==> src/rtl/debounce3.sv <==
// Three-channel 2-flop synchronizer and counter-based debouncer for slide switches.
// Outputs are registered; chg pulses for one cycle whenever any debounced level updates.
module debounce3 #(
  parameter int unsigned CNT_MAX = 240000,
  parameter int unsigned CNT_W   = $clog2(CNT_MAX)
) (
  input  logic clk,
  input  logic rst,
  input  logic sw_a,
  input  logic sw_b,
  input  logic sw_c,
  output logic a_db,
  output logic b_db,
  output logic c_db,
  output logic chg
);

  localparam logic [CNT_W-1:0] CNT_LAST = CNT_W'(CNT_MAX - 1);

  logic [2:0]            sw_raw;
  logic [2:0]            q1_q, q1_d;
  logic [2:0]            q2_q, q2_d;
  logic [2:0]            db_q, db_d;
  logic [2:0][CNT_W-1:0] cnt_q, cnt_d;
  logic [2:0]            upd;
  logic                  chg_q, chg_d;

  assign sw_raw = {sw_a, sw_b, sw_c};

  always_comb begin
    q1_d  = sw_raw;
    q2_d  = q1_q;
    db_d  = db_q;
    cnt_d = cnt_q;
    upd   = '0;
    for (int unsigned i = 0; i < 3; i++) begin
      // A match with the current output discards progress, even on the final count.
      if (q2_q[i] == db_q[i]) begin
        cnt_d[i] = '0;
      end else if (cnt_q[i] == CNT_LAST) begin
        db_d[i]  = q2_q[i];
        cnt_d[i] = '0;
        upd[i]   = 1'b1;
      end else begin
        cnt_d[i] = cnt_q[i] + CNT_W'(1);
      end
    end
    chg_d = |upd;
  end

  always_ff @(posedge clk) begin
    if (rst) begin
      q1_q  <= '0;
      q2_q  <= '0;
      db_q  <= '0;
      cnt_q <= '0;
      chg_q <= 1'b0;
    end else begin
      q1_q  <= q1_d;
      q2_q  <= q2_d;
      db_q  <= db_d;
      cnt_q <= cnt_d;
      chg_q <= chg_d;
    end
  end

  assign a_db = db_q[2];
  assign b_db = db_q[1];
  assign c_db = db_q[0];
  assign chg  = chg_q;

endmodule

==> config.mk <==
export PLATFORM = sky130hd
export DESIGN_NAME = debounce3
export DESIGN_NICKNAME = d
export VERILOG_FILES = /design/src/rtl/debounce3.sv
export SDC_FILE = /design/constraint.sdc
export NUM_CORES = 1
export LEC_CHECK = 0
export ABC_AREA = 0
export CAP_MARGIN = 20
export CORE_ASPECT_RATIO = 0.5
export CORE_MARGIN = 2
export CORE_UTILIZATION = 50
export DETAILED_ROUTE_END_ITERATION = 10
export PLACE_DENSITY = 0.67
export SYNTH_ARGS = -nofsm -noshare
export SYNTH_HDL_FRONTEND = slang
export SYNTH_SLANG_ARGS = --single-unit
==> constraint.sdc <==
create_clock -name clk -period 4.3 [get_ports clk]
set_input_delay 0.86 -clock clk [delete_from_list [all_inputs] [get_ports clk]]
set_output_delay 0.86 -clock clk [all_outputs]
set_load 0.01 [all_outputs]
* Word-level counts from Yosys, hierarchy flattened *
Index checks and enable logic that the tools add are counted.
Widths: inputs -> output; s select.

storage, ports and cells
  bits of input ports = 5
  word-level logic and storage cells = 34
  register bits = 64

operators by class
  equal/unequal tests = 6
  add/subtract/negate cells = 3
  reductions and logical operators = 7
  bitwise operators = 3
  multiplexer cells = 6

operator list
  operator               number
  $add 18x1->18 const B  3
  $eq 18x18->1 const B   3
  $reduce_or 3->1        4
  $mux 1                 6
  $reduce_and 2->1       3
  $eq 1x1->1             3
  $not 1->1              3

* Logic depth before layout (Yosys ltp) *
  depth after elaboration = 4
  depth in mapped cells = 6
  gate-level depth less buffers = 5

* Least setup slack after synthesis *
Ideal clock, no wire load.

  path type = input -> register
  start point = in rst
  end point = reg cnt_q[23] (netlist bit)
  buffers on the path = 2
  data arrival time = 1.759 ns
  setup time = 0.117 ns
  setup slack = 2.424 ns
  cell stages on the path = 5
  cells stage by stage = clkbuf_1 nor2_1 o21ai_1 buf_2 nor2_1

between the ends
  longest elaborated chain between the ends = 1

ends and longest elaborated chain
  element                    line  text
  start, declared            8     input logic rst,
  $reduce_or 3->1 (no line)  n/a
  end signal, assigned       62    cnt_q <= cnt_d;
  end, declared              24    logic [2:0][CNT_W-1:0] cnt_q, cnt_d;

No other way between the ends.
A chain may end at the register's enable or synchronous reset.

* Final worst setup path *
  start point = in rst
  end point = reg cnt_q[21] (netlist bit)

Same word-level chain as after synthesis.

==> summary by stage <==
Status
The flow ran to the end, and the final reports show no timing, DRC or antenna violations.

Setup path
The critical path crosses 5 cells after its start point. The largest delay contributor family on the critical path is buffers and inverters. STA classifies the critical path startpoint as a primary input. The cell with the largest stage delay on the worst path is clkdlybuf4s50_1. The number of cells traversed by the worst register-to-register path is 4.

STA classifies the critical path endpoint as a register. Walking the worst path, the cells encountered are clkdlybuf4s50_1 > nor2_1 > o21ai_1 > buf_6 > nor2_1. By startpoint and endpoint, the worst setup path is classified as primary input to register. The highest fanout seen on the critical path is 12. At the worst endpoint, the required time is between 4 and 5 ns.

The cell occurring most often along the worst timing path is nor2_1. The buffer and inverter count on the worst path is 2. The endpoint arrival time on the critical path is about 2.4 ns. The delay of the slowest cell on the worst path is 0.71 ns.

Logic synthesis
Sorting the synthesized cells by area gives the leading types as dfxtp_1 (46%), xor2_1 (8.8%), nor2_1 (6.4%). Among all flip-flop cells after synthesis, the most frequent one is dfxtp_1. The flip-flop and latch count after synthesis is 64. Synthesis produced a netlist with a net count of roughly 320. The total number of yosys warnings is 0.

The per-instance average area after synthesis is approximately 8.8 µm². The async set or reset register ratio after synthesis is 0. Of the synthesized area, sequential elements account for 0.4619. The cell count after synthesis came out at roughly 320.

The largest total area in the synthesized netlist belongs to dfxtp_1. Of the post-synthesis cell area, the dominant cell type holds 0.4619. The summed instance area of the synthesized netlist is between 0.002 and 0.003 mm². The number of flops mapped to enable cells by yosys is 0. The number of distinct library cell variants in the gate-level netlist after synthesis is 29.

Clock tree
After clock tree synthesis, the clock-pin slew on the worst setup and hold paths is 0.06 ns. The number of setup buffers added after CTS is 0. In this run, post-CTS repair resized a total of 0 instances. Counting the buffers created by CTS gives 9. TritonCTS built the clock tree. In this run, post-CTS hold repair placed 0 buffers. At the later pin of the worst-skew pair, clock insertion delay measures about 0.34 ns. The TritonCTS sink count is 64. The maximum count of clock buffers along a single path is 2. The tree is rooted in a clkbuf_8. The number of H-tree levels is 3.

Timing
Setup repair after global routing left no endpoint under its margin. Between clock sinks in the finished design, the worst skew comes to ~0.0044 ns. The highest clock frequency the design can meet is 468.3 MHz.

The count of final max-slew check failures is 0. In the finished design, the share of the clock period the worst path needs comes to 0.4966. Measured against its own limit, the worst slew margin works out to 0.5249. The final hold violation count was 0.

The clock period minus worst slack is approximately 2.1 ns. The final-report setup violation count is 0. At the pin with the least slew margin, the transition time is slightly above 0.7 ns.

The setup total negative slack is 0 ns.

Routing
Using the TritonRoute via totals, the vias-per-cell ratio works out to 5.466. The number of vias in the routed layout is between 2000 and 2500. After detailed routing, the average wire length per cell comes to between 10 and 15 µm. The number of routed nets with antenna violations is 0. The detailed router finished its first iteration with about 110 violations. The length of the first detailed-routing pass in iterations is 4.

The number of design rule violations left after detail routing is 0. The final layout contains routed wiring with a total length of around 5.1 mm.

Placement
The last weighted congestion value of the routability-driven placer is 0.7814. The total of buffers placed on input and output ports is 8. The HPWL after detailed placement is 3.469 mm. The placed cell area is just under 0.003 mm².

Global routing
The overall track demand over capacity in global routing is 0.1937. Entering global routing, the biggest net connects 19 pins. The via count of the first global-routing pass is between 2000 and 2500.

The initial antenna violation count came to 0. The first global-routing pass estimated between 9 and 10 mm of wire. The global-route congestion overflow total is 0.

Die
The starting utilization of the core area is 0.5118. The die is around 110 µm wide. The die span in y is 56.67 µm.

The area of the die is 0.006196 mm². The row count is 19. The area of the placeable core is between 0.005 and 0.006 mm². The I/O pin total is 9.

Min path
The type of the worst min-delay path is register to register. The hold-critical path depth is 1.

Final layout
At the end of the flow, the number of nets in the layout was 331. The antenna diode count is 0. The final standard cell area without fillers is approximately 0.0031 mm². The synthesis-to-finish area growth is 10.96%. The fraction of layout instances using a drive strength above 1 is 0.05215.

Power and ir drop
For this design the static power due to leakage is roughly 0.98 nW. Power spread over the standard cell area amounts to roughly 350 mW/mm². IR analysis of the VDD net gives a maximum drop of 0.0002731 V.

Run
The total of max-cap violations is 0.
## cells in the final DEF (no fill, tap or decap), types with 2 or more instances in the layout
cell,n
a21oi_1,16
and2_1,7
and3_1,10
and4_1,6
clkbuf_1,2
clkbuf_8,12
clkdlybuf4s50_1,8
dfxtp_1,64
ha_1,3
inv_1,6
nand2_1,14
nand3_1,22
nand4_1,17
nor2_1,47
nor2b_1,6
nor3_1,4
nor4bb_1,2
o21ai_0,9
o31ai_1,7
or3_1,8
or4_1,9
or4b_2,2
xnor2_1,10
xor2_1,28
## layer usage
metal | global-route usage | part of all wire
met3 | 0.09059 | 0.040
met5 | 0 | 0
met4 | 0.06872 | 0.016
met2 | 0.3236 | 0.49
met1 | 0.2170 | 0.45
## cell families (layout without fill, tap and decap cells)
family	after synthesis	in the layout	share of synthesized area
adders and majority gates	3	3	0.01353
DFF	64	64	0.4619
and+or+nand+nor	156	156	0.3018
AOI/OAI and AO/OA	36	36	0.07623
xor gates and xnor gates	38	38	0.1200
buffers and inverters	18	29	0.02661
## final cells by class
type / instances / area (µm²)
repair buffers: 9 / 91.34
inverters: 6 / 22.52
fillers: 480 / 2342
multi-input cells: 233 / 1419
flip-flops and latches: 64 / 1281
clock buffers: 14 / 172.7
well taps: 73 / 91.34
## worst reg2reg max path, delay by kind of cell, from the launching register on
family	cells	cell delay [ns]
flops	1	0.33
compound gates	2	0.70
simple gates	2	0.82
## synthesized netlist by cell type, drive strengths merged, types with 3 or more instances
cell type and instances:
a21oi 16, and2 7, and3 10, and4 6
buf 5, clkbuf 7, dfxtp 64, ha 3
inv 6, nand2 14, nand3 22, nand4 17
nor2 47, nor2b 6, nor3 4, o21ai 11
o31ai 7, or3 8, or4 9, xnor2 10
xor2 28
## state kept, by name, indices dropped and copies added (netlist names)
| signal | flops |
|---|---|
| cnt_q | 54 |
| db_q | 3 |
| q1_q | 3 |
| q2_q | 3 |
| chg | 1 |
## path summary, 6_finish.rpt
kind                                              to  slack (ns)            startpoint
worst max-delay path            cnt_q[21]$_SDFF_PP0_        2.16                   rst
worst min-delay path              q2_q[2]$_SDFF_PP0_        0.44    q1_q[2]$_SDFF_PP0_
worst max register to register  cnt_q[16]$_SDFF_PP0_        2.28  cnt_q[12]$_SDFF_PP0_
worst min register to register    q2_q[2]$_SDFF_PP0_        0.44    q1_q[2]$_SDFF_PP0_
## where the power goes
group / internal (mW) / switching (mW)
clock network: 0.250 / 0.201
registers: 0.596 / 0.00172
logic: 0.00679 / 0.00737
## metrics by stage
| stage | hold WS, ns | utilization | power (mW) | setup slack (ns) | cells |
|---|---|---|---|---|---|
| after floorplan | 0.4129 | - | 0.6196 | 2.424 | 315 |
| after global placement | 0.4226 | 0.5339 | 0.6245 | 1.738 | 384 |
| after detailed placement | 0.4204 | 0.5339 | 0.6251 | 1.636 | 384 |
| after CTS | 0.4346 | 0.5658 | 1.083 | 1.995 | 398 |
| after global routing | 0.4601 | 0.5679 | 1.116 | 2.048 | 399 |
| final | 0.4350 | 0.5679 | 1.064 | 2.165 | 399 |
Note: power is estimated with default switching activity, not from simulation.
